`src/rtl/id_ex_stage_pkg.sv`:
```
`default_nettype none
// ============================================================================
// Module   : pipe_pkg
// Brief    : Shared pipeline types: control-bundle bit map and bubble value.
// Revision : 1.0
// ============================================================================
package pipe_pkg;

    localparam int CTRL_W        = 8;

    // Control bundle layout: {aluop[1:0], alusrc, branch, memtoreg, memwrite, memread, regwrite}
    localparam int CTRL_REGWRITE = 0;
    localparam int CTRL_MEMREAD  = 1;
    localparam int CTRL_MEMWRITE = 2;
    localparam int CTRL_MEMTOREG = 3;
    localparam int CTRL_BRANCH   = 4;
    localparam int CTRL_ALUSRC   = 5;
    localparam int CTRL_ALUOP    = 6;

    typedef logic [CTRL_W-1:0] ctrl_t;

    localparam ctrl_t CTRL_NOP = '0;

endpackage
`default_nettype wire

```
`src/rtl/id_ex_stage_if.sv`:
```
`default_nettype none
// ============================================================================
// Module   : id_ex_stage_if
// Brief    : ID-side inputs and EX-side registered outputs of the ID/EX stage.
// Revision : 1.0
// ============================================================================
interface id_ex_stage_if #(
    parameter int XLEN   = 32,
    parameter int CTRL_W = 8
);
    logic              id_valid_i;
    logic [XLEN-1:0]   id_pc_i;
    logic [XLEN-1:0]   id_rs1_data_i;
    logic [XLEN-1:0]   id_rs2_data_i;
    logic [XLEN-1:0]   id_imm_i;
    logic [4:0]        id_rs1_i;
    logic [4:0]        id_rs2_i;
    logic [4:0]        id_rd_i;
    logic              id_rs1_used_i;
    logic              id_rs2_used_i;
    logic [2:0]        id_funct3_i;
    logic              id_funct7b5_i;
    logic [CTRL_W-1:0] id_ctrl_i;

    logic              ex_valid_o;
    logic [XLEN-1:0]   ex_pc_o;
    logic [XLEN-1:0]   ex_rs1_data_o;
    logic [XLEN-1:0]   ex_rs2_data_o;
    logic [XLEN-1:0]   ex_imm_o;
    logic [4:0]        ex_rs1_o;
    logic [4:0]        ex_rs2_o;
    logic [4:0]        ex_rd_o;
    logic [2:0]        ex_funct3_o;
    logic              ex_funct7b5_o;
    logic [CTRL_W-1:0] ex_ctrl_o;

    modport master (
        output id_valid_i, id_pc_i, id_rs1_data_i, id_rs2_data_i, id_imm_i,
               id_rs1_i, id_rs2_i, id_rd_i, id_rs1_used_i, id_rs2_used_i,
               id_funct3_i, id_funct7b5_i, id_ctrl_i,
        input  ex_valid_o, ex_pc_o, ex_rs1_data_o, ex_rs2_data_o, ex_imm_o,
               ex_rs1_o, ex_rs2_o, ex_rd_o, ex_funct3_o, ex_funct7b5_o, ex_ctrl_o
    );

    modport slave (
        input  id_valid_i, id_pc_i, id_rs1_data_i, id_rs2_data_i, id_imm_i,
               id_rs1_i, id_rs2_i, id_rd_i, id_rs1_used_i, id_rs2_used_i,
               id_funct3_i, id_funct7b5_i, id_ctrl_i,
        output ex_valid_o, ex_pc_o, ex_rs1_data_o, ex_rs2_data_o, ex_imm_o,
               ex_rs1_o, ex_rs2_o, ex_rd_o, ex_funct3_o, ex_funct7b5_o, ex_ctrl_o
    );

endinterface
`default_nettype wire

```
`src/rtl/id_ex_stage_hazard_detect.sv`:
```
`default_nettype none
// ============================================================================
// Module   : hazard_detect
// Brief    : Combinational load-use compare between the EX load and ID reader.
// Revision : 1.0
// ============================================================================
module hazard_detect (
    input  wire       i_ex_valid,
    input  wire       i_ex_memread,
    input  wire [4:0] i_ex_rd,
    input  wire       i_id_valid,
    input  wire [4:0] i_id_rs1,
    input  wire [4:0] i_id_rs2,
    input  wire       i_id_rs1_used,
    input  wire       i_id_rs2_used,
    output logic      o_load_use
);

    logic w_ex_load;
    logic w_rs1_hit;
    logic w_rs2_hit;

    // x0 as load destination never produces a hazard
    assign w_ex_load  = i_ex_valid & i_ex_memread & (i_ex_rd != 5'd0);
    assign w_rs1_hit  = i_id_rs1_used & (i_id_rs1 == i_ex_rd);
    assign w_rs2_hit  = i_id_rs2_used & (i_id_rs2 == i_ex_rd);
    assign o_load_use = w_ex_load & i_id_valid & (w_rs1_hit | w_rs2_hit);

endmodule
`default_nettype wire

```
`src/rtl/id_ex_stage.sv`:
```
`default_nettype none
// ============================================================================
// Module   : id_ex_stage
// Brief    : ID/EX pipeline register with load-use stall, flush and hold.
//            Define ID_EX_PERF_EN to add the saturating bubble_cnt_o counter.
// Revision : 1.0
// ============================================================================
module id_ex_stage
    import pipe_pkg::*;
#(
    parameter int XLEN   = 32,
    parameter int CTRL_W = 8
) (
    input  wire          clk,
    input  wire          rst_n,
    input  wire          hold_i,
    input  wire          flush_i,
    id_ex_stage_if.slave bus,
    output logic         pc_write_o,
    output logic         ifid_write_o,
    output logic         load_use_o
`ifdef ID_EX_PERF_EN
    ,
    output logic [31:0]  bubble_cnt_o
`endif
);

    logic              w_load_use;
    logic              w_bubble;

    logic              r_valid;
    logic [XLEN-1:0]   r_pc;
    logic [XLEN-1:0]   r_rs1_data;
    logic [XLEN-1:0]   r_rs2_data;
    logic [XLEN-1:0]   r_imm;
    logic [4:0]        r_rs1;
    logic [4:0]        r_rs2;
    logic [4:0]        r_rd;
    logic [2:0]        r_funct3;
    logic              r_funct7b5;
    logic [CTRL_W-1:0] r_ctrl;

    hazard_detect u_hazard_detect (
        .i_ex_valid    (r_valid),
        .i_ex_memread  (r_ctrl[CTRL_MEMREAD]),
        .i_ex_rd       (r_rd),
        .i_id_valid    (bus.id_valid_i),
        .i_id_rs1      (bus.id_rs1_i),
        .i_id_rs2      (bus.id_rs2_i),
        .i_id_rs1_used (bus.id_rs1_used_i),
        .i_id_rs2_used (bus.id_rs2_used_i),
        .o_load_use    (w_load_use)
    );

    assign w_bubble     = flush_i | w_load_use;
    assign load_use_o   = w_load_use;
    assign pc_write_o   = ~(w_load_use | hold_i);
    assign ifid_write_o = ~(w_load_use | hold_i);

    // Hold outranks flush; a bubble only clears valid/ctrl, data fields still load
    always_ff @(posedge clk or negedge rst_n) begin
        if (!rst_n) begin
            r_valid    <= 1'b0;
            r_pc       <= '0;
            r_rs1_data <= '0;
            r_rs2_data <= '0;
            r_imm      <= '0;
            r_rs1      <= 5'd0;
            r_rs2      <= 5'd0;
            r_rd       <= 5'd0;
            r_funct3   <= 3'd0;
            r_funct7b5 <= 1'b0;
            r_ctrl     <= CTRL_W'(CTRL_NOP);
        end else if (!hold_i) begin
            r_pc       <= bus.id_pc_i;
            r_rs1_data <= bus.id_rs1_data_i;
            r_rs2_data <= bus.id_rs2_data_i;
            r_imm      <= bus.id_imm_i;
            r_rs1      <= bus.id_rs1_i;
            r_rs2      <= bus.id_rs2_i;
            r_rd       <= bus.id_rd_i;
            r_funct3   <= bus.id_funct3_i;
            r_funct7b5 <= bus.id_funct7b5_i;
            if (w_bubble) begin
                r_valid <= 1'b0;
                r_ctrl  <= CTRL_W'(CTRL_NOP);
            end else begin
                r_valid <= bus.id_valid_i;
                r_ctrl  <= bus.id_valid_i ? bus.id_ctrl_i : CTRL_W'(CTRL_NOP);
            end
        end
    end

    assign bus.ex_valid_o    = r_valid;
    assign bus.ex_pc_o       = r_pc;
    assign bus.ex_rs1_data_o = r_rs1_data;
    assign bus.ex_rs2_data_o = r_rs2_data;
    assign bus.ex_imm_o      = r_imm;
    assign bus.ex_rs1_o      = r_rs1;
    assign bus.ex_rs2_o      = r_rs2;
    assign bus.ex_rd_o       = r_rd;
    assign bus.ex_funct3_o   = r_funct3;
    assign bus.ex_funct7b5_o = r_funct7b5;
    assign bus.ex_ctrl_o     = r_ctrl;

`ifdef ID_EX_PERF_EN
    logic [31:0] r_bubble_cnt;

    always_ff @(posedge clk or negedge rst_n) begin
        if (!rst_n) begin
            r_bubble_cnt <= 32'd0;
        end else if (w_load_use && !hold_i && (r_bubble_cnt != 32'hFFFF_FFFF)) begin
            r_bubble_cnt <= r_bubble_cnt + 32'd1;
        end
    end

    assign bubble_cnt_o = r_bubble_cnt;
`endif

endmodule
`default_nettype wire

```
`src/flat_wrapper.sv`:
```
// flat-port wrapper written by rule: the top's interface ports become plain ports
module id_ex_stage_flat import pipe_pkg::*;
#(
    parameter int XLEN   = 32,
    parameter int CTRL_W = 8
)
  (clk, rst_n, hold_i, flush_i, pc_write_o, ifid_write_o, load_use_o, bus_id_valid_i, bus_id_pc_i, bus_id_rs1_data_i, bus_id_rs2_data_i, bus_id_imm_i, bus_id_rs1_i, bus_id_rs2_i, bus_id_rd_i, bus_id_rs1_used_i, bus_id_rs2_used_i, bus_id_funct3_i, bus_id_funct7b5_i, bus_id_ctrl_i, bus_ex_valid_o, bus_ex_pc_o, bus_ex_rs1_data_o, bus_ex_rs2_data_o, bus_ex_imm_o, bus_ex_rs1_o, bus_ex_rs2_o, bus_ex_rd_o, bus_ex_funct3_o, bus_ex_funct7b5_o, bus_ex_ctrl_o);
  id_ex_stage_if #(.XLEN(XLEN), .CTRL_W(CTRL_W)) bus_i ();
  input  wire clk;
  input  wire rst_n;
  input  wire hold_i;
  input  wire flush_i;
  output logic pc_write_o;
  output logic ifid_write_o;
  output logic load_use_o;
  input wire logic [$bits(bus_i.id_valid_i)-1:0] bus_id_valid_i;
  input wire logic [$bits(bus_i.id_pc_i)-1:0] bus_id_pc_i;
  input wire logic [$bits(bus_i.id_rs1_data_i)-1:0] bus_id_rs1_data_i;
  input wire logic [$bits(bus_i.id_rs2_data_i)-1:0] bus_id_rs2_data_i;
  input wire logic [$bits(bus_i.id_imm_i)-1:0] bus_id_imm_i;
  input wire logic [$bits(bus_i.id_rs1_i)-1:0] bus_id_rs1_i;
  input wire logic [$bits(bus_i.id_rs2_i)-1:0] bus_id_rs2_i;
  input wire logic [$bits(bus_i.id_rd_i)-1:0] bus_id_rd_i;
  input wire logic [$bits(bus_i.id_rs1_used_i)-1:0] bus_id_rs1_used_i;
  input wire logic [$bits(bus_i.id_rs2_used_i)-1:0] bus_id_rs2_used_i;
  input wire logic [$bits(bus_i.id_funct3_i)-1:0] bus_id_funct3_i;
  input wire logic [$bits(bus_i.id_funct7b5_i)-1:0] bus_id_funct7b5_i;
  input wire logic [$bits(bus_i.id_ctrl_i)-1:0] bus_id_ctrl_i;
  output wire logic [$bits(bus_i.ex_valid_o)-1:0] bus_ex_valid_o;
  output wire logic [$bits(bus_i.ex_pc_o)-1:0] bus_ex_pc_o;
  output wire logic [$bits(bus_i.ex_rs1_data_o)-1:0] bus_ex_rs1_data_o;
  output wire logic [$bits(bus_i.ex_rs2_data_o)-1:0] bus_ex_rs2_data_o;
  output wire logic [$bits(bus_i.ex_imm_o)-1:0] bus_ex_imm_o;
  output wire logic [$bits(bus_i.ex_rs1_o)-1:0] bus_ex_rs1_o;
  output wire logic [$bits(bus_i.ex_rs2_o)-1:0] bus_ex_rs2_o;
  output wire logic [$bits(bus_i.ex_rd_o)-1:0] bus_ex_rd_o;
  output wire logic [$bits(bus_i.ex_funct3_o)-1:0] bus_ex_funct3_o;
  output wire logic [$bits(bus_i.ex_funct7b5_o)-1:0] bus_ex_funct7b5_o;
  output wire logic [$bits(bus_i.ex_ctrl_o)-1:0] bus_ex_ctrl_o;
  assign bus_i.id_valid_i = bus_id_valid_i;
  assign bus_i.id_pc_i = bus_id_pc_i;
  assign bus_i.id_rs1_data_i = bus_id_rs1_data_i;
  assign bus_i.id_rs2_data_i = bus_id_rs2_data_i;
  assign bus_i.id_imm_i = bus_id_imm_i;
  assign bus_i.id_rs1_i = bus_id_rs1_i;
  assign bus_i.id_rs2_i = bus_id_rs2_i;
  assign bus_i.id_rd_i = bus_id_rd_i;
  assign bus_i.id_rs1_used_i = bus_id_rs1_used_i;
  assign bus_i.id_rs2_used_i = bus_id_rs2_used_i;
  assign bus_i.id_funct3_i = bus_id_funct3_i;
  assign bus_i.id_funct7b5_i = bus_id_funct7b5_i;
  assign bus_i.id_ctrl_i = bus_id_ctrl_i;
  assign bus_ex_valid_o = bus_i.ex_valid_o;
  assign bus_ex_pc_o = bus_i.ex_pc_o;
  assign bus_ex_rs1_data_o = bus_i.ex_rs1_data_o;
  assign bus_ex_rs2_data_o = bus_i.ex_rs2_data_o;
  assign bus_ex_imm_o = bus_i.ex_imm_o;
  assign bus_ex_rs1_o = bus_i.ex_rs1_o;
  assign bus_ex_rs2_o = bus_i.ex_rs2_o;
  assign bus_ex_rd_o = bus_i.ex_rd_o;
  assign bus_ex_funct3_o = bus_i.ex_funct3_o;
  assign bus_ex_funct7b5_o = bus_i.ex_funct7b5_o;
  assign bus_ex_ctrl_o = bus_i.ex_ctrl_o;
  id_ex_stage #(.XLEN(XLEN), .CTRL_W(CTRL_W)) u_core (.clk(clk), .rst_n(rst_n), .hold_i(hold_i), .flush_i(flush_i), .bus(bus_i), .pc_write_o(pc_write_o), .ifid_write_o(ifid_write_o), .load_use_o(load_use_o));
endmodule
```
`config.mk`:
```
export PLATFORM = sky130hd
export DESIGN_NAME = id_ex_stage_flat
export DESIGN_NICKNAME = d
export VERILOG_FILES = /design/src/rtl/id_ex_stage_pkg.sv /design/src/rtl/id_ex_stage_if.sv /design/src/rtl/id_ex_stage_hazard_detect.sv /design/src/rtl/id_ex_stage.sv /design/src/flat_wrapper.sv
export SDC_FILE = /design/constraint.sdc
export NUM_CORES = 1
export LEC_CHECK = 0
export BUFFER_PORTS_ARGS = -buffer_cell sky130_fd_sc_hd__buf_2
export CAP_MARGIN = 20
export CELL_PAD_IN_SITES_DETAIL_PLACEMENT = 0
export CELL_PAD_IN_SITES_GLOBAL_PLACEMENT = 1
export CORE_MARGIN = 2
export CORE_UTILIZATION = 37
export CTS_CLUSTER_DIAMETER = 150
export DETAILED_ROUTE_END_ITERATION = 12
export GPL_TIMING_DRIVEN = 0
export PLACE_DENSITY = 0.91
export RECOVER_POWER = 50
export SLEW_MARGIN = 15
export SYNTH_ARGS = -nofsm -noshare
export SYNTH_HDL_FRONTEND = slang
export SYNTH_SLANG_ARGS = --single-unit
```
`constraint.sdc`:
```
create_clock -name clk -period 3.7 [get_ports clk]
set_clock_uncertainty 0.15 [all_clocks]
set_input_delay 0.37 -clock clk [delete_from_list [all_inputs] [get_ports clk]]
set_output_delay 0.37 -clock clk [all_outputs]
set_load 0.02 [all_outputs]
```
==> impl_metrics.py <==
metrics = {
    "synth": {
        "synth-seq-cells": 156,
        "ys.flop_type": "dfrtp_1",
        "synth_area_leader_cell": "dfrtp_1",
        "syn_inst": 374,
        "avgSynthCellArea_um2": 16.1,
        "synth_edf_count": 0,
        "synth_cell_type_count": 21,
        "synth_area_leaders": "dfrtp_1 65%, mux2_2 27%, xnor2_1 1.5%",
        "yosysWarnings": 0,
        "async_reset_ff_share_pct": 100,
        "synth.yosys.seq_area_share_pct": 64.8,
        "synth_top_area_share_pct": 64.8,
        "synth_area_mm2": 0.00603,
        "synth_nets": 536,
    },
    "cts": {
        "clockBufferDepth": 2,
        "clk_pin_slew_ns": 0.07,
        "cts-root-buf": "clkbuf_16",
        "cts-hold-fix-buffers": 7,
        "post-cts-setup-buffer-count": 0,
        "cts_tree": "yes",
        "cts_max_level": 4,
        "cts_buffers": 17,
        "cts_resized": 0,
        "clock-sinks": 156,
        "clock_latency_ns": 0.42,
    },
    "worst_setup_path": {
        "critPathCaptureType": "output pin",
        "cp.arrival_ns": 2.30,
        "slowest_delay_ns": 0.57,
        "cp-start-kind": "flip-flop",
        "crit_chain": "or4_4 -> o2111ai_4 -> inv_2 -> a21oi_1 -> buf_4 -> buf_2",
        "criticalPathCategory": "flip-flop to output pin",
        "cp_max_fo": 10,
        "cp_slowest_cell": "or4_4",
        "crit_required_ns": 3.18,
    },
    "grt": {
        "grt_pass1_vias": 4711,
        "grt_pass1_wl_um": 24700,
        "overflow": 0,
        "antenna_found_initial": 1,
        "grt_max_degree": 83,
        "track_usage_pct": 18.2,
    },
    "place": {
        "numPortBuffers": 319,
        "pre_cts_ws_ns": 1.33,
        "hpwl_um": 11700,
        "routabilityCongestion": 0.777,
        "dpl_cell_area_mm2": 0.00793,
    },
    "timing": {
        "period_minus_slack_ns": 2.82,
        "final.period_utilization_pct": 76.1,
        "fin_setup_tns_ns": 0,
        "hold_ws_ns": 0.0244,
        "relSlewSlack_pct": -26.7,
        "timing.final.ws_setup_ns": 0.883,
        "hold_viol": 0,
        "fmax_mhz": 355,
        "timing.final.max_slew_violations": 75,
        "setup_viol_count_final": 0,
        "rsz0062_at_grt": "no",
        "tightest_slew_ns": 1.90,
    },
    "die": {
        "start_util_pct": 37.9,
        "die_w_um": 132,
        "die_area_mm2": 0.0173,
        "fp.dieH_um": 132,
        "fp-row-count": 46,
        "core_area_mm2": 0.0159,
        "ioPinCount": 321,
    },
    "finish": {
        "nNetsFinal": 885,
        "syn_to_final_growth_pct": 40.3,
        "drive_gt1_share_pct": 55.0,
        "stdcell_area_mm2": 0.00845,
    },
    "pwr": {
        "power.total_mw": 4.46,
        "vdd_drop_max_mv": 0.389,
        "leakage_nw": 3.86,
        "pwr_density_cell_mw_per_mm2": 528,
    },
    "route": {
        "remaining_drc_errors": 0,
        "firstDrtPassIters": 4,
        "routed_wl_um": 15600,
        "wire_per_inst_um": 16.3,
        "drt_iter0_drc": 177,
        "ant_nets": 0,
        "viasPerCell": 4.56,
        "vias": 4342,
    },
    "status": {
        "violations": "capacitance limit, slew limit",
        "status": "finished, violations left",
    },
    "run": {
        "max_cap_violations": 1,
    },
    "worst_hold_path": {
        "hold_class": "input pin to flip-flop",
    },
}
## worst paths after layout
check | startpoint | to | slack (ns) | cells after the start
worst max-delay path | u_core.bus.ex_rd_o[3] | pc_write_o | 0.88 | 6
worst max register to register | u_core.bus.ex_rd_o[3] | u_core.bus.ex_ctrl_o[6] | 1.85 | 4
max in group asynchronous | rst_n | u_core.bus.ex_rs2_data_o[7] | 1.34 | 3
worst min register to register | u_core.bus.ex_ctrl_o[3] | u_core.bus.ex_ctrl_o[3] | 0.34 | 2
worst min-delay path | bus_id_imm_i[27] | u_core.bus.ex_imm_o[27] | 0.02 | 2
min in group asynchronous | rst_n | u_core.bus.ex_pc_o[14] | 0.88 | 2
## flip-flops by register name (all words and copies together) (netlist names), 5 cells and up
name and count:
u_core.bus.ex_pc_o 32, u_core.bus.ex_ctrl_o 8, u_core.bus.ex_rs2_o 5, u_core.bus.ex_rd_o 5, u_core.bus.ex_rs1_data_o 32, u_core.bus.ex_imm_o 32, u_core.bus.ex_rs1_o 5, u_core.bus.ex_rs2_data_o 32
## routing by layer
metal	track usage, %	vias to the layer above	wire length, µm
met3	5.86	37	953
met4	8.45	0	465
met1	21.3	2090	6140
li1	-	2029	-
met2	30.4	186	8000
met5	0	-	0
## layout make-up
class / count / area (µm²)
Fill cell: 1459 / 7430
Inverter: 1 / 3.75
Antenna cell: 1 / 2.50
Clock inverter: 15 / 153
Sequential cell: 156 / 3900
Multi-Input combinational cell: 195 / 2010
Tap cell: 216 / 270
Timing Repair Buffer: 330 / 1580
Buffer: 22 / 105
Clock buffer: 17 / 425
## synth_stat cells (all sizes together), types with 2 or more instances
cell / n
nand4: 2
mux2: 147
clkbuf: 6
a32oi: 8
nand2: 10
dfrtp: 156
o21ai: 8
a21oi: 2
buf: 16
xnor2: 10
## cell families after synthesis
family	synth area share, %
mux	27.6
flops	64.8
buf+inv	1.85
simple gates	1.50
xor+xnor	1.45
compound gates	2.78
## power breakdown
group          switching [mW]  total (mW)  internal (mW)
combinational           0.456       0.773          0.317
clock                   0.764        1.72          0.954
sequential             0.0943        1.97           1.88
## cell usage in the layout (no fill, tap or decap), types with 2 or more instances in the layout
| cell | n |
|---|---|
| clkinv_4 | 2 |
| nand4_1 | 2 |
| o21ai_0 | 4 |
| inv_8 | 3 |
| nand2_1 | 10 |
| clkbuf_1 | 124 |
| a21oi_1 | 2 |
| dfrtp_1 | 156 |
| o21ai_2 | 4 |
| mux2_2 | 147 |
| buf_4 | 2 |
| dlygate4sd3_1 | 10 |
| clkinv_2 | 2 |
| buf_2 | 214 |
| clkbuf_16 | 17 |
| a32oi_1 | 8 |
| inv_6 | 7 |
| xnor2_1 | 10 |
## per-stage QoR
| step | util (%) | cells |
|---|---|---|
| final | 53.2 | 953 |
| after CTS | 54.0 | 949 |
| after detailed placement | 49.9 | 910 |
| after global routing | 53.2 | 953 |
| after floorplan | - | 374 |
| after global placement | 49.7 | 909 |
## worst max-delay path: cells and delay by family (launching register included)
family                 cells  cell delay (ns)
DFF                        1             0.44
buffers and inverters      3             0.33
and+or+nand+nor            1             0.57
AOI/OAI and AO/OA          2             0.53
(Power assumes the default switching activity.)
